### src/rtl/stage_seq_pkg.sv
// Shared types and constants for the stage sequencer and the core-level decode.
// Optional performance counters are built only when STAGE_SEQ_PERF_CNT_EN is defined.
package stage_seq_pkg;

   typedef enum logic [1:0] {
      IDLE     = 2'd0,
      RUN      = 2'd1,
      WAIT_MEM = 2'd2,
      HALTED   = 2'd3
   } seq_state_t;

   localparam int DEF_NUM_STAGES = 5;
   localparam int DEF_MEM_STAGE  = 3;
   localparam int DEF_CNT_W      = 32;

   // MMIO map shared with the core-level address decode
   localparam logic [31:0] MMIO_UART_DATA   = 32'h1000_0000;
   localparam logic [31:0] MMIO_UART_STATUS = 32'h1000_0004;
   localparam logic [31:0] MMIO_CYCLE_CNT   = 32'h1000_0008;

endpackage

### src/rtl/stage_seq_if.sv
// Memory-stage handshake between the stage sequencer and data memory / MMIO.
// Handshake: a transfer completes in any cycle where mem_valid and mem_ready are both
// high; once raised, mem_valid holds until that cycle, and mem_ready alone means nothing.
interface stage_seq_if;
   logic mem_valid;
   logic mem_ready;

   modport master (output mem_valid, input mem_ready);
   modport slave  (input mem_valid, output mem_ready);
endinterface

### src/rtl/stage_seq_perf.sv
// Active-cycle, retired-instruction and memory-stall counters; wrap modulo 2^CNT_W.
module stage_seq_perf
   import stage_seq_pkg::*;
#(
   parameter int CNT_W = DEF_CNT_W
) (
   input  logic             clk,
   input  logic             rst,
   input  logic             active,
   input  logic             retire,
   input  logic             stall,
   output logic [CNT_W-1:0] cycle_cnt,
   output logic [CNT_W-1:0] instret_cnt,
   output logic [CNT_W-1:0] stall_cnt
);

   always_ff @(posedge clk) begin
      if (rst) begin
         cycle_cnt   <= '0;
         instret_cnt <= '0;
         stall_cnt   <= '0;
      end else begin
         if (active) cycle_cnt   <= cycle_cnt + CNT_W'(1);
         if (retire) instret_cnt <= instret_cnt + CNT_W'(1);
         if (stall)  stall_cnt   <= stall_cnt + CNT_W'(1);
      end
   end

endmodule

### src/rtl/stage_sequencer.sv
// One-hot stage sequencer for the multi-cycle core with a memory-stage valid/ready stall.
// Define STAGE_SEQ_PERF_CNT_EN to build the cycle/instret/stall counters; otherwise they read 0.
module stage_sequencer
   import stage_seq_pkg::*;
#(
   parameter int NUM_STAGES = DEF_NUM_STAGES,
   parameter int MEM_STAGE  = DEF_MEM_STAGE,
   parameter int CNT_W      = DEF_CNT_W
) (
   input  logic                          clk,
   input  logic                          rst,
   input  logic                          run,
   input  logic                          is_halt,
   input  logic                          mem_req,
   stage_seq_if.master                   mem,
   output logic [NUM_STAGES-1:0]         stage_en,
   output logic [$clog2(NUM_STAGES)-1:0] stage_idx,
   output logic                          retire,
   output logic                          halted,
   output logic [CNT_W-1:0]              cycle_cnt,
   output logic [CNT_W-1:0]              instret_cnt,
   output logic [CNT_W-1:0]              stall_cnt,
   output seq_state_t                    dbg_state
);

   localparam int IDX_W = $clog2(NUM_STAGES);
   localparam logic [NUM_STAGES-1:0] FIRST_EN = NUM_STAGES'(1);

   seq_state_t              state, state_nxt;
   logic [NUM_STAGES-1:0]   en_nxt;
   logic [IDX_W-1:0]        idx_nxt;
   logic                    mem_valid;
   logic                    mem_hold;

   always_ff @(posedge clk) begin
      if (rst) begin
         state     <= IDLE;
         stage_en  <= '0;
         stage_idx <= '0;
      end else begin
         state     <= state_nxt;
         stage_en  <= en_nxt;
         stage_idx <= idx_nxt;
      end
   end

   always_comb begin
      state_nxt = state;
      en_nxt    = stage_en;
      idx_nxt   = stage_idx;
      case (state)
         IDLE: begin
            if (run) begin
               state_nxt = RUN;
               en_nxt    = FIRST_EN;
               idx_nxt   = '0;
            end
         end
         RUN: begin
            if (retire) begin
               idx_nxt = '0;
               // halt wins over run; run alone restarts stage 0 with no bubble
               if (is_halt) begin
                  state_nxt = HALTED;
                  en_nxt    = '0;
               end else if (run) begin
                  en_nxt    = FIRST_EN;
               end else begin
                  state_nxt = IDLE;
                  en_nxt    = '0;
               end
            end else if (mem_hold) begin
               state_nxt = WAIT_MEM;
            end else begin
               en_nxt  = stage_en << 1;
               idx_nxt = stage_idx + IDX_W'(1);
            end
         end
         WAIT_MEM: begin
            // a withdrawn request releases the stage rather than waiting forever
            if (!mem_hold) begin
               state_nxt = RUN;
               en_nxt    = stage_en << 1;
               idx_nxt   = stage_idx + IDX_W'(1);
            end
         end
         HALTED: begin
            state_nxt = HALTED;
         end
         default: begin
            state_nxt = IDLE;
            en_nxt    = '0;
            idx_nxt   = '0;
         end
      endcase
   end

   always_comb begin
      mem_valid = stage_en[MEM_STAGE] & mem_req;
      mem_hold  = mem_valid & ~mem.mem_ready;
      retire    = stage_en[NUM_STAGES-1];
      halted    = (state == HALTED);
   end

   assign mem.mem_valid = mem_valid;
   assign dbg_state     = state;

`ifdef STAGE_SEQ_PERF_CNT_EN
   logic active;
   assign active = (state == RUN) || (state == WAIT_MEM);

   stage_seq_perf #(.CNT_W(CNT_W)) u_perf (
      .clk         (clk),
      .rst         (rst),
      .active      (active),
      .retire      (retire),
      .stall       (mem_hold),
      .cycle_cnt   (cycle_cnt),
      .instret_cnt (instret_cnt),
      .stall_cnt   (stall_cnt)
   );
`else
   assign cycle_cnt   = '0;
   assign instret_cnt = '0;
   assign stall_cnt   = '0;
`endif

endmodule

### src/flat_wrapper.sv
// flat-port wrapper written by rule: the top's interface ports become plain ports
module stage_sequencer_flat import stage_seq_pkg::*;
#(
   parameter int NUM_STAGES = DEF_NUM_STAGES,
   parameter int MEM_STAGE  = DEF_MEM_STAGE,
   parameter int CNT_W      = DEF_CNT_W
)
  (clk, rst, run, is_halt, mem_req, stage_en, stage_idx, retire, halted, cycle_cnt, instret_cnt, stall_cnt, dbg_state, mem_mem_valid, mem_mem_ready);
  stage_seq_if mem_i ();
  input  logic clk;
  input  logic rst;
  input  logic run;
  input  logic is_halt;
  input  logic mem_req;
  output logic [NUM_STAGES-1:0] stage_en;
  output logic [$clog2(NUM_STAGES)-1:0] stage_idx;
  output logic retire;
  output logic halted;
  output logic [CNT_W-1:0] cycle_cnt;
  output logic [CNT_W-1:0] instret_cnt;
  output logic [CNT_W-1:0] stall_cnt;
  output seq_state_t dbg_state;
  output wire logic [$bits(mem_i.mem_valid)-1:0] mem_mem_valid;
  input wire logic [$bits(mem_i.mem_ready)-1:0] mem_mem_ready;
  assign mem_mem_valid = mem_i.mem_valid;
  assign mem_i.mem_ready = mem_mem_ready;
  stage_sequencer #(.NUM_STAGES(NUM_STAGES), .MEM_STAGE(MEM_STAGE), .CNT_W(CNT_W)) u_core (.clk(clk), .rst(rst), .run(run), .is_halt(is_halt), .mem_req(mem_req), .mem(mem_i), .stage_en(stage_en), .stage_idx(stage_idx), .retire(retire), .halted(halted), .cycle_cnt(cycle_cnt), .instret_cnt(instret_cnt), .stall_cnt(stall_cnt), .dbg_state(dbg_state));
endmodule
### config.mk
export PLATFORM = sky130hd
export DESIGN_NAME = stage_sequencer_flat
export DESIGN_NICKNAME = d
export VERILOG_FILES = /design/src/rtl/stage_seq_pkg.sv /design/src/rtl/stage_seq_if.sv /design/src/rtl/stage_seq_perf.sv /design/src/rtl/stage_sequencer.sv /design/src/flat_wrapper.sv
export SDC_FILE = /design/constraint.sdc
export NUM_CORES = 1
export LEC_CHECK = 0
export BUFFER_PORTS_ARGS = -buffer_cell sky130_fd_sc_hd__clkbuf_2
export CORE_ASPECT_RATIO = 0.7
export CORE_MARGIN = 2
export CORE_UTILIZATION = 42
export DETAILED_ROUTE_END_ITERATION = 10
export PLACE_DENSITY = 0.95
export SYNTH_ARGS = -nofsm -noshare
export SYNTH_HDL_FRONTEND = slang
export SYNTH_SLANG_ARGS = --single-unit
### constraint.sdc
create_clock -name clk -period 4 [get_ports clk]
set_input_delay 0.6 -clock clk [delete_from_list [all_inputs] [get_ports clk]]
set_output_delay 0.6 -clock clk [all_outputs]
set_load 0.01 [all_outputs]
# Word level (Yosys, flattened, before mapping)
# Index checks and enable logic that the tools add are counted.
word_totals:
  ff_bits: 10
  in_bits: 6
  output_inout_bits: 109
  elab_cells: 40
op_classes:
  n_reduce_logical: 6
  n_mux: 18
  eq_ne: 8
  add_sub_neg: 1
  bitwise_logic: 3
op_table:
  columns: ["operator", "count"]
  rows:
  - ["two-way mux 5 bit", 5]
  - ["case mux 5 bit (3 select lines)", 1]
  - ["two-way mux 2 bit", 6]
  - ["two-way mux 3 bit", 3]
  - ["case mux 3 bit (3 select lines)", 1]
  - ["case mux 2 bit (4 select lines)", 1]
  - ["AND reduction 4 bit", 2]
  - ["equality test 2 bit (second input constant)", 2]
  - ["inequality test 2 bit (second input constant)", 2]
  - ["inequality test 4 bit (second input constant)", 1]
  - ["adder 3 x 1 -> 3 bit (second input constant)", 1]
  - ["inequality test 3 x 1 -> 1 bit (second input constant)", 1]
  - ["inequality test 3 x 2 -> 1 bit (second input constant)", 1]
  - ["AND reduction 3 bit", 1]
  - ["nonzero test 3 bit", 1]
  - ["bitwise AND 1 bit", 2]
  - ["equality test 2 x 1 -> 1 bit (second input constant)", 1]
  - ["zero test 2 bit", 1]
  - ["AND reduction 2 bit", 1]
  - ["two-way mux 1 bit", 1]
  - ["NOT 1 bit", 1]

# Depth between registers and ports, before layout
# Gate-level depths: netlist of run 1.
logic_depth:
  ltp_word: 5
  ltp_mapped: 6
  ltp_nobuf: 6

# Worst setup path before layout of run 1
# OpenSTA, ideal clock, no wires.
synth_path:
  path_kind: "register to register"
  start: "register u_core.state[0], in the netlist u_core.dbg_state[0]"
  end: "register u_core.stage_en[0]"
  slack_ps: 2302
  n_path_buf: 0
  period_less_slack_ps: 1698
  setup_time_ps: 73
  arrival_ps: 1625
  stages_incl_launch_ff: 7
  t_required_ps: 3927
  path_cell_list: "dfxtp_1 > inv_1 > ha_1 > nor2b_4 > or4_4 > nor3b_1 > nor3_2"
synth_via:
  elab_chain_cells: 3
  word_cells_on_any_way: 9
  cone_classes: "eq/ne: 5; mux: 1; reduce/logical: 3"
synth_rtl:
  columns: ["element", "line_no", "source"]
  rows:
  - ["from (decl)", "stage_sequencer.sv:29", "seq_state_t state, state_nxt;"]
  - ["from (signal assigned)", "stage_sequencer.sv:41", "state <= state_nxt;"]
  - ["equality test 2 x 1 -> 1 bit, or another cell as far along", "stage_sequencer.sv:51", "case (state)"]
  - ["inequality test 3 x 2 -> 1 bit (no source line), or another cell as far along", null, null]
  - ["AND reduction 4 bit (no source line)", null, null]
  - ["to (signal assigned)", "stage_sequencer.sv:42", "stage_en <= en_nxt;"]
  - ["to (decl)", "stage_sequencer.sv:16", "output logic [NUM_STAGES-1:0] stage_en,"]
# Parallel ways exist; a longest one is shown, timed or not.
# A chain may end at the register's enable or synchronous reset.

# Worst setup path after layout of run 1
layout_path:
  start: "register u_core.state[1], in the netlist u_core.dbg_state[1]"
  end: "output halted"
layout_via:
  elab_chain_cells: 1
layout_rtl:
  columns: ["element", "line_no", "source"]
  rows:
  - ["equality test 2 bit", "stage_sequencer.sv:102", "halted = (state == HALTED);"]
  - ["to (decl)", "flat_wrapper.sv:18", "output logic halted;"]
# No other way between the ends.

==> results of run 1 <==
cell type report:
type / instances / share of cell area, %
inverters: 3 / 0.977
flip-flops and latches: 10 / 17.4
multi-input cells: 148 / 64.9
clock buffers: 4 / 4.78
well taps: 38 / 4.13
repair buffers: 18 / 7.82
routing by layer:
layer	share of wire (%)	routed length (microns)	up-vias	track usage, %
met4	0.78	15	0	2.83
li1	-	-	384	-
met2	47	901	48	13.7
met3	12	233	2	5.72
met1	40	761	358	11.0
met5	0	0	-	0
sequential cells by signal, indices dropped and copies added, names as in the netlist:
name	cells
u_core.dbg_state	2
u_core.stage_en	5
u_core.stage_idx	3
logic make-up (layout without fill, tap and decap cells):
family	Yosys count	count (layout)	synth area share, %
AO/OA/AOI/OAI	12	12	5.18
other	1	96	0.278
XOR/XNOR	2	2	1.30
buffers and inverters	102	25	56.2
AND/OR/NAND/NOR	31	31	16.0
multiplexers	2	2	1.57
flip-flops	10	10	14.8
adder cells (fa/ha/maj)	5	5	4.63
worst reg2reg max path, delay by kind of cell (launching register included):
kind / cells / cell delay, ns
simple gates: 4 / 0.96
buf+inv: 1 / 0.10
fa+ha+maj: 1 / 0.25
flops: 1 / 0.39
how the worst max path moves through the flow:
stage	endpoint	slack (ns)	depth (start not counted)
floorplan	u_core.stage_en[0]	2.30	6
global placement	u_core.stage_en[0]	2.31	5
detailed placement	u_core.stage_en[0]	2.24	6
CTS	halted	2.17	2
global route	halted	2.13	2
finish	halted	2.18	2
power groups by stage:
stage	Sequential, uW	Combinational [uW]	Clock, uW
5_1_grt	141	297	137
3_5_place_dp	139	268	0
6_report	138	271	130
3_3_place_gp	139	257	0
2_1_floorplan	147	273	0
4_1_cts	138	270	135
per-stage QoR:
stage	cells	area, sq um	hold WS [ns]	util [%]	setup slack [ns]
finish	221	1150	0.486	37.1	2.18
global placement	217	1100	0.477	35.3	2.31
floorplan	260	1710	0.500	-	2.30
CTS	221	1150	0.486	37.1	2.17
global route	221	1150	0.495	37.1	2.13
detailed placement	217	1100	0.478	35.3	2.24
synthesized netlist by cell type (all sizes together) (2+ instances only):
cell,n
a211oi,2
a21oi,7
and2,2
buf,98
dfxtp,10
ha,5
inv,3
nand2b,2
nand3,7
nand4b,2
nor2,2
nor2b,2
nor3,6
==> metrics.md, run 1 <==
| Metric | Value |
|---|---|
| Outcome | `finished clean` |
| HPWL Detailed | `1600 microns` |
| Post-CTS Resized | `0` |
| Sequential fraction of design power | `25.7%` |
| Critical Path Sink Type | `output port` |
| Via count | `792` |
| Storage cell area | `200 sq um` |
| Footprint of the multi-input gates | `748 sq um` |
| Number of flops mapped to enable cells by yosys | `0` |
| Unrepaired setup endpoints after global routing | `false` |
| Clock share of power | `24.1%` |
| Peak Freq | `0.549 GHz` |
| Post-synthesis register bit count | `10` |
| Remaining antenna violation count after routing | `0` |
| Total track usage | `9.25%` |
| Fillcell total | `355` |
| Sw frac | `42.7%` |
| Ranking of synthesized cells by area | `buf_4 (54%), dfxtp_1 (15%), ha_1 (4.6%)` |
| Mapped Area | `1350 sq um` |
| Critical path's top delay family | `flip-flops` |
| Crit Path Category | `reg -> out` |
| Period utilization | `45.5%` |
| Avg WL per Cell | `8.65 microns` |
| Die W | `71.8 microns` |
| P_int | `309 uW` |
| Nets | `195` |
| Setup violations, final | `0` |
| Drt first-iter violations | `31` |
| Share of total power in combinational logic | `50.2%` |
| Cell breakdown of the critical path | `ha_1 -> clkbuf_2` |
| Post-layout min period | `1.82 ns` |
| Hold path depth | `2` |
| Setup tns final | `0 ns` |
| Vias in the first global route | `559` |
| # hold bufs at CTS | `0` |
| Antenna violations before repair | `0` |
| Maximum VDD drop | `0.121 mV` |
| CP Max Fanout | `9` |
| Hold_sp | `u_core.stage_en[2]` |
| Crit path launch type | `flop` |
| Clk sinks | `10` |
| Critical Path RT | `3.40 ns` |
| CTS Buf Count | `3` |
| Antenna cells | `0` |
| First-pass GRT wire length | `2500 microns` |
| Area leader, netlist | `buf_4` |
| Share of cells above drive strength 1 | `15.8%` |
| Final hold violation count | `0` |
| HP Class | `reg -> reg` |
| Worst Hold Path EP | `u_core.stage_en[2]` |
| Reg2reg path depth | `6` |
| Row count | `17` |
| Largest net degree at the start of global routing | `12` |
| 1st-pass router iterations | `4` |
| Initial core utilization | `43.5%` |
| Synth cell types | `34` |
| Synth warn | `0` |
| Pwr Density | `468 nW/um^2` |
| Area share of the largest cell type after synthesis | `53.9%` |
| Leakage power | `0.000660 uW` |
| Register area share after synthesis | `14.8%` |
| Clk root buf | `clkbuf_8` |
| H-tree lvl count | `1` |
| Clk Latency, worst-skew pair | `0.24 ns` |
| Final global-route overflow total | `0` |
| Buf/Inv on CP | `1` |
| Commonest cells after routing, fill and taps aside | `conb_1 (96), clkbuf_2 (18), dfxtp_1 (10)` |
| Clock-pin slew on the worst setup and hold paths | `0.05 ns` |
| Slowest CP cell | `dfxtp_1` |
| IO buf count | `18` |
| Mapped Cells | `165` |
| Syn avg cell area | `8.19 sq um` |
| FFs w/ async S/R, synth | `0%` |
| Die height | `51.5 microns` |
| DR DRC count | `0` |
| Worst reg2reg setup slack | `2.23 ns` |
| Area delta synth->final | `-14.7%` |
| CP Launch Point | `u_core.dbg_state[1]` |
| Clk_skew | `0.00153 ns` |
| Max-cap violations | `0` |
| Total Die Area | `3690 sq um` |
| RR Endpoint | `u_core.stage_en[0]` |
| Routability Congestion | `0.821` |
| Post-CTS setup buffer count | `0` |
| Main synth FF type | `dfxtp_1` |
| # IOs | `115` |
| Sw Pwr | `231 uW` |
| RR Startpoint | `u_core.dbg_state[1]` |
| Core ar. | `3110 sq um` |
| Vias per cell | `3.58` |
| CTS max path bufs | `2` |
| CP Data Arrival Time | `1.22 ns` |
| Max-slew violations | `0` |
| Wirelength, routed | `1910 microns` |
| CTS tree | `done` |
| Most common cell after layout, fill and taps aside | `conb_1` |
| CP peak stage delay | `0.39 ns` |
| PnR Total Power | `540 uW` |
(Power assumes the default switching activity.)
==> run 2, diff against run 1 <==
- ABC_AREA: unset -> 1
- CORE_UTILIZATION: 42 -> 39
- PLACE_DENSITY: 0.95 -> 0.89
- clock period: 4 -> 1.8 ns (I/O delays scaled with it)
==> metrics.md, run 2 <==
| Metric | Value |
|---|---|
| Die W | `74.6 microns (was 71.8 microns)` |
| Final hold violation count | `0 (unchanged)` |
| Main synth FF type | `dfxtp_1 (unchanged)` |
| CTS tree | `done (unchanged)` |
| CP Launch Point | `u_core.dbg_state[1] (unchanged)` |
| Final global-route overflow total | `0 (unchanged)` |
| Crit path to | `u_core.dbg_state[1] (was halted)` |
| Adder-cell share of the synthesized area | `4.59% (was 4.63%)` |
| Antenna violations before repair | `0 (unchanged)` |
| Total track usage | `8.63% (was 9.25%)` |
| Area share of the largest cell type after synthesis | `53.4% (was 53.9%)` |
| Clk_skew | `0.00503 ns (was 0.00153 ns)` |
| RR Endpoint | `u_core.dbg_state[1] (was u_core.stage_en[0])` |
| DR DRC count | `0 (unchanged)` |
| Total Die Area | `3990 sq um (was 3690 sq um)` |
| Clock-pin slew on the worst setup and hold paths | `0.05 ns (about the same)` |
| Post-CTS setup buffer count | `0 (unchanged)` |
| Share of total power in combinational logic | `57.7% (was 50.2%)` |
| Leakage power | `0.000712 uW (was 0.000660 uW)` |
| Largest net degree at the start of global routing | `10 (was 12)` |
| Compound-Gate Fraction of Synth Area | `5.14% (was 5.19%)` |
| Synth cell count leaders | `buf_4 (97), nand2_1 (21), dfxtp_1 (10) (was buf_4 (97), dfxtp_1 (10), a21oi_1 (7), nand3_1 (7), ha_1 (5))` |
| FFs w/ async S/R, synth | `0% (unchanged)` |
| Top reg by flops | `u_core.stage_en (unchanged)` |
| CP Data Arrival Time | `1.56 ns (was 1.22 ns)` |
| Non-Filler Instances | `249 (was 221)` |
| 1st-pass router iterations | `4 (unchanged)` |
| Synth warn | `0 (unchanged)` |
| Synth cell types | `22 (was 34)` |
| Reg2reg path depth | `10 (was 6)` |
| Critical Path RT | `1.93 ns (was 3.40 ns)` |
| Initial core utilization | `42.1% (was 43.5%)` |
| # hold bufs at CTS | `0 (unchanged)` |
| Worst reg2reg setup slack | `0.37 ns (was 2.23 ns)` |
| Sw Pwr | `656 uW (was 231 uW)` |
| Unrepaired setup endpoints after global routing | `false (unchanged)` |
| Sequential fraction of design power | `25.0% (was 25.7%)` |
| Max-cap violations | `0 (unchanged)` |
| Outcome | `finished clean (unchanged)` |
| Core ar. | `3230 sq um (was 3110 sq um)` |
| Clock share of power | `17.3% (was 24.1%)` |
| RR Startpoint | `u_core.dbg_state[1] (unchanged)` |
| Post-layout min period | `1.43 ns` |
| Most frequent cell after synthesis | `buf_4 (unchanged)` |
| HP Class | `in -> reg (was reg -> reg)` |
| Number of flops mapped to enable cells by yosys | `0 (unchanged)` |
| Clk root buf | `clkbuf_8 (unchanged)` |
| CTS Buf Count | `3 (unchanged)` |
| Largest family of logic cells by synthesized area | `buffers and inverters (unchanged)` |
| Row count | `17 (unchanged)` |
| PnR worst setup slack | `0.375 ns (was 2.18 ns)` |
| First-pass GRT wire length | `2470 microns (was 2500 microns)` |
| Crit Path Category | `reg -> reg (was reg -> out)` |
| H-tree lvl count | `1 (unchanged)` |
| Setup violations, final | `0 (unchanged)` |
| Most common cell after layout, fill and taps aside | `conb_1 (unchanged)` |
| IO buf count | `18 (unchanged)` |
| Die height | `53.5 microns (was 51.5 microns)` |
| HPWL Detailed | `1680 microns (was 1600 microns)` |
| Placed cell count | `246 (was 217)` |
| Avg WL per Cell | `7.53 microns (was 8.65 microns)` |
| Post-Synth XOR/XNOR Area | `0.643% (was 1.30%)` |
| CP Max Fanout | `5 (was 9)` |
| Setup tns final | `0 ns (unchanged)` |
| Period utilization | `79.2%` |
| Syn avg cell area | `7.45 sq um (was 8.19 sq um)` |
| Drt first-iter violations | `23 (was 31)` |
| Final core utilization | `36.5% (was 37.1%)` |
| Max reg flops | `5 (unchanged)` |
| CTS max path bufs | `2 (unchanged)` |
| Antenna cells | `0 (unchanged)` |
| Crit path launch type | `flop (unchanged)` |
| Vias in the first global route | `532 (was 559)` |
| Vias per cell | `3.33 (was 3.58)` |
| Via count | `828 (was 792)` |
| Wirelength, routed | `1870 microns (was 1910 microns)` |
| Register area share after synthesis | `14.7% (was 14.8%)` |
| Area delta synth->final | `-13.3% (was -14.7%)` |
| Sw frac | `49.1% (was 42.7%)` |
| Share of cells above drive strength 1 | `16.3% (was 15.8%)` |
| Pwr Density | `1130 nW/um^2 (was 468 nW/um^2)` |
| Remaining antenna violation count after routing | `0 (unchanged)` |
| Peak Freq | `0.702 GHz` |
| Ranking of synthesized cells by area | `buf_4 (53%), dfxtp_1 (15%), nand2_1 (5.8%) (was buf_4 (54%), dfxtp_1 (15%), ha_1 (4.6%))` |
| Area leader, netlist | `buf_4 (unchanged)` |
| Nets | `215 (was 195)` |
| # IOs | `115 (unchanged)` |
| Final instance area | `1180 sq um (was 1150 sq um)` |
| Post-CTS Resized | `0 (unchanged)` |
| Placed cell areas | `1140 sq um (was 1100 sq um)` |
| Post-synthesis register bit count | `10 (unchanged)` |
| Critical Path Sink Type | `flop (was output port)` |
| Mapped Area | `1360 sq um (was 1350 sq um)` |
| Clk sinks | `10 (unchanged)` |
| Post-synthesis mux area share | `0% (was 1.57%)` |
| Post-Place Setup Slack | `0.380 ns (was 2.24 ns)` |
| Max-slew violations | `0 (unchanged)` |
| Mapped Cells | `183 (was 165)` |
| Routability Congestion | `0.808 (was 0.821)` |
| P_int | `680 uW (was 309 uW)` |
| Clk Latency, worst-skew pair | `0.24 ns (about the same)` |
| Maximum VDD drop | `0.359 mV (was 0.121 mV)` |
| Commonest cells after routing, fill and taps aside | `conb_1 (96), nand2_1 (21), clkbuf_2 (18) (was conb_1 (96), clkbuf_2 (18), dfxtp_1 (10))` |
| Synth Area in Simple Gates | `18.2% (was 16.0%)` |
## run 2: cell count changes after synthesis, moves of 2 or more
cell and change:
and2_1 -2, inv_1 +6, inv_2 +2, nand2_1 +20, nand2_2 +2, nand2_4 +2, nand2b_1 -2, nand3_1 -3
nand3b_1 +2, nand4_1 +3, nand4b_1 -2, nor2_1 +7, nor2_4 +2, nor3_1 -4
## run 2: logic make-up (layout without fill, tap and decap cells)
family | Yosys count | count (layout)
other cells | 1 | 96
simple gates | 48 | 48
flops | 10 | 10
xor+xnor | 1 | 1
buf+inv | 108 | 32
compound gates | 10 | 10
fa+ha+maj | 5 | 5
## run 2: through the flow
stage,hold WS (ns),total power [uW]
global placement,0.474,1090
finish,0.282,1340
floorplan,0.332,1080
detailed placement,0.475,1110
CTS,0.272,1340
global route,0.283,1470
## run 2: worst min path at each step
stage / start / end / slack [ns] / depth (start not counted)
after detailed placement: u_core.stage_en[1] / u_core.stage_en[1] / 0.48 / 2
after global routing: rst / u_core.stage_en[0] / 0.28 / 2
after CTS: rst / u_core.stage_en[0] / 0.27 / 2
final: rst / u_core.stage_en[0] / 0.28 / 2
after floorplan: rst / u_core.stage_en[0] / 0.33 / 1
after global placement: u_core.stage_en[1] / u_core.stage_en[1] / 0.47 / 2
## run 2: area by class of cell
cell class	instances	area [sq um]
inverters	11	41.3
well taps	47	58.8
multi-input cells	160	749
fillers	362	2050
clock buffers	3	41.3
flip-flops and latches	10	200
repair buffers	18	90.1
## run 2: per-layer routing
layer	routed length, microns	GRT usage, %	up-vias
li1	-	-	412
met1	785	11.6	359
met2	804	10.9	54
met3	254	4.38	3
met4	29	4.46	0
met5	0	0	-
## run 2: critical path, stage by stage (launching register included)
cell and delay (ns):
dfxtp_1 0.40, inv_1 0.09, ha_1 0.23, inv_2 0.10
nor2_1 0.04, nand2_1 0.07, nand2_1 0.06, nor2_2 0.15
nand2_1 0.08, nand2_1 0.06, nor2_1 0.04
## run 2: power by group through the flow
stage,clock network [uW],registers (uW),logic (uW)
6_report,231,334,770
5_1_grt,252,345,877
4_1_cts,240,336,769
3_5_place_dp,0,339,767
3_3_place_gp,0,337,751
2_1_floorplan,0,357,726
==> run 3, diff against run 2 <==
- CORE_UTILIZATION: 39 -> 35
- PLACE_DENSITY: 0.89 -> 0.85
- clock period: 1.8 -> 1.2 ns (I/O delays scaled with it)
==> metrics.md, run 3 (synthesized netlist as in run 2, its figures left out) <==
| Metric | Value |
|---|---|
| Row count | `18 (was 17)` |
| Max-cap violations | `0 (unchanged)` |
| Vias per cell | `3.38 (was 3.33)` |
| Setup tns final | `-0.397 ns (was 0 ns)` |
| Max reg flops | `5 (unchanged)` |
| Nets | `222 (was 215)` |
| Clk sinks | `10 (unchanged)` |
| Largest net degree at the start of global routing | `9 (was 10)` |
| Avg WL per Cell | `8.12 microns (was 7.53 microns)` |
| Fillcell total | `406 (was 362)` |
| Remaining antenna violation count after routing | `0 (unchanged)` |
| Leakage power | `0.000748 uW (was 0.000712 uW)` |
| Clk Latency, worst-skew pair | `0.23 ns (was 0.24 ns)` |
| Period utilization | `105% (was 79.2%)` |
| CTS tree | `done (unchanged)` |
| Sequential fraction of design power | `22.9% (was 25.0%)` |
| Hold path depth | `2 (unchanged)` |
| Share of total power in combinational logic | `62.0% (was 57.7%)` |
| Die W | `78.6 microns (was 74.6 microns)` |
| Unrepaired setup endpoints after global routing | `true (was false)` |
| PnR Total Power | `2380 uW (was 1340 uW)` |
| Maximum VDD drop | `0.473 mV (was 0.359 mV)` |
| Setup violations, final | `11 (was 0)` |
| Storage cell area | `209 sq um (was 200 sq um)` |
| Share of cells above drive strength 1 | `28.1% (was 16.3%)` |
| Core ar. | `3630 sq um (was 3230 sq um)` |
| Total Die Area | `4420 sq um (was 3990 sq um)` |
| Critical Path Sink Type | `flop (unchanged)` |
| CTS Buf Count | `3 (unchanged)` |
| Peak Freq | `0.791 GHz (was 0.702 GHz)` |
| Total track usage | `8.32% (was 8.63%)` |
| Cell breakdown of the critical path | `inv_4 -> ha_4 -> buf_4 -> o21ai_0 -> nand3_1 -> a21oi_2 (was inv_1 -> ha_1 -> inv_2 -> nor2_1 -> nand2_1 -> nand2_1 -> nor2_2 -> nand2_1 -> nand2_1 -> nor2_1)` |
| CP Data Arrival Time | `1.44 ns (was 1.56 ns)` |
| HPWL Detailed | `1760 microns (was 1680 microns)` |
| Buf/Inv on CP | `2 (unchanged)` |
| Failing checks | `setup timing` |
| Clock-pin slew on the worst setup and hold paths | `0.05 ns (about the same)` |
| Die height | `56.2 microns (was 53.5 microns)` |
| CP peak stage delay | `0.37 ns (was 0.40 ns)` |
| 1st-pass router iterations | `4 (unchanged)` |
| HP Class | `in -> reg (unchanged)` |
| First-pass GRT wire length | `2750 microns (was 2470 microns)` |
| Vias in the first global route | `610 (was 532)` |
| Initial core utilization | `37.6% (was 42.1%)` |
| Area delta synth->final | `-3.67% (was -13.3%)` |
| Sw Pwr | `1140 uW (was 656 uW)` |
| H-tree lvl count | `1 (unchanged)` |
| Clock share of power | `15.2% (was 17.3%)` |
| Max-slew violations | `0 (unchanged)` |
| Antenna cells | `0 (unchanged)` |
| Via count | `879 (was 828)` |
| Sw frac | `48.1% (was 49.1%)` |
| Drt first-iter violations | `20 (was 23)` |
| IO buf count | `18 (unchanged)` |
| Crit path launch type | `flop (unchanged)` |
| Footprint of the multi-input gates | `815 sq um (was 749 sq um)` |
| Critical path's top delay family | `flip-flops (was simple AND/OR/NAND/NOR gates)` |
| Antenna violations before repair | `0 (unchanged)` |
| Commonest cells after routing, fill and taps aside | `conb_1 (96), clkbuf_2 (18), nand2_1 (14) (was conb_1 (96), nand2_1 (21), clkbuf_2 (18))` |
| CTS max path bufs | `2 (unchanged)` |
| # IOs | `115 (unchanged)` |
| Most common cell after layout, fill and taps aside | `conb_1 (unchanged)` |
| P_int | `1230 uW (was 680 uW)` |
| Worst path depth | `6 (was 10)` |
| CP Max Fanout | `4 (was 5)` |
| Clk root buf | `clkbuf_8 (unchanged)` |
| PnR worst setup slack | `-0.0640 ns (was 0.375 ns)` |
| Critical Path RT | `1.37 ns (was 1.93 ns)` |
| Wirelength, routed | `2110 microns (was 1870 microns)` |
| Hold slack | `0.194 ns (was 0.282 ns)` |
| Final hold violation count | `0 (unchanged)` |
| Reg2reg path depth | `6 (was 10)` |
| Post-layout min period | `1.26 ns (was 1.43 ns)` |
| Top reg by flops | `u_core.stage_en (unchanged)` |
| Routability Congestion | `0.831 (was 0.808)` |
| Clk_skew | `0.00146 ns (was 0.00503 ns)` |
| DR DRC count | `0 (unchanged)` |
| Pwr Density | `1810 nW/um^2 (was 1130 nW/um^2)` |
| Worst reg2reg setup slack | `-0.06 ns (was 0.37 ns)` |
| Outcome | `complete, but fails checks (was finished clean)` |
| Slowest CP cell | `dfxtp_4 (was dfxtp_1)` |
| Crit Path Category | `reg -> reg (unchanged)` |
| Final global-route overflow total | `0 (unchanged)` |
-- run 3: cell count changes in the layout (fill, tap and decap cells not counted), sizes merged --
cell    previous run  this run
clkbuf            21        22
nor2              12        13
buf                0         6
-- run 3: stage by stage --
stage	utilization (%)	worst slack [ns]	instances	instance area [sq um]
floorplan	-	-0.0134	278	1740
global placement	32.9	-0.0869	253	1190
detailed placement	32.9	-0.113	253	1190
CTS	35.7	-0.0384	260	1290
global route	36.2	-0.133	260	1310
finish	36.2	-0.0640	260	1310
-- run 3: final timing paths --
path | start | endpoint
worst max register to register | u_core.dbg_state[1] | u_core.stage_en[0]
worst min register to register | u_core.stage_en[0] | u_core.stage_en[0]
worst min-delay path | rst | u_core.stage_en[0]
worst max-delay path | u_core.dbg_state[1] | u_core.stage_en[0]
-- run 3: repair_timing --
action / in CTS / in global routing
pin swaps: 7 / 0
cloned: 1 / 0
endpoints found under the setup margin: 11 / 12
gates resized for setup: 10 / 7
setup buffers: 2 / 0
hold buffers: 0 / 0
-- run 3: metal layers --
| layer | part of all wire (%) | track usage [%] |
|---|---|---|
| met5 | 0 | 0 |
| met2 | 46 | 11.1 |
| met4 | 2.0 | 6.27 |
| met3 | 12 | 4.38 |
| met1 | 40 | 9.91 |
-- run 3: final cells by class --
type,count,area share [%]
Clock buffer,4,3.43
Timing Repair Buffer,24,10.3
Inverter,11,3.53
Multi-Input combinational cell,161,62.1
Tap cell,50,4.77
Sequential cell,10,15.9
-- run 3: power by group through the flow --
stage          registers, uW  logic [uW]  clock network [uW]
2_1_floorplan            565        1130                   0
3_3_place_gp             528        1220                   0
3_5_place_dp             536        1240                   0
4_1_cts                  539        1410                 377
5_1_grt                  560        1610                 397
6_report                 543        1470                 360
-- run 3: worst register-to-register path, stage by stage (launching register included) --
cell and delay (ns):
dfxtp_4 0.37, inv_4 0.05, ha_4 0.17, buf_4 0.13, o21ai_0 0.18, nand3_1 0.17
a21oi_2 0.14
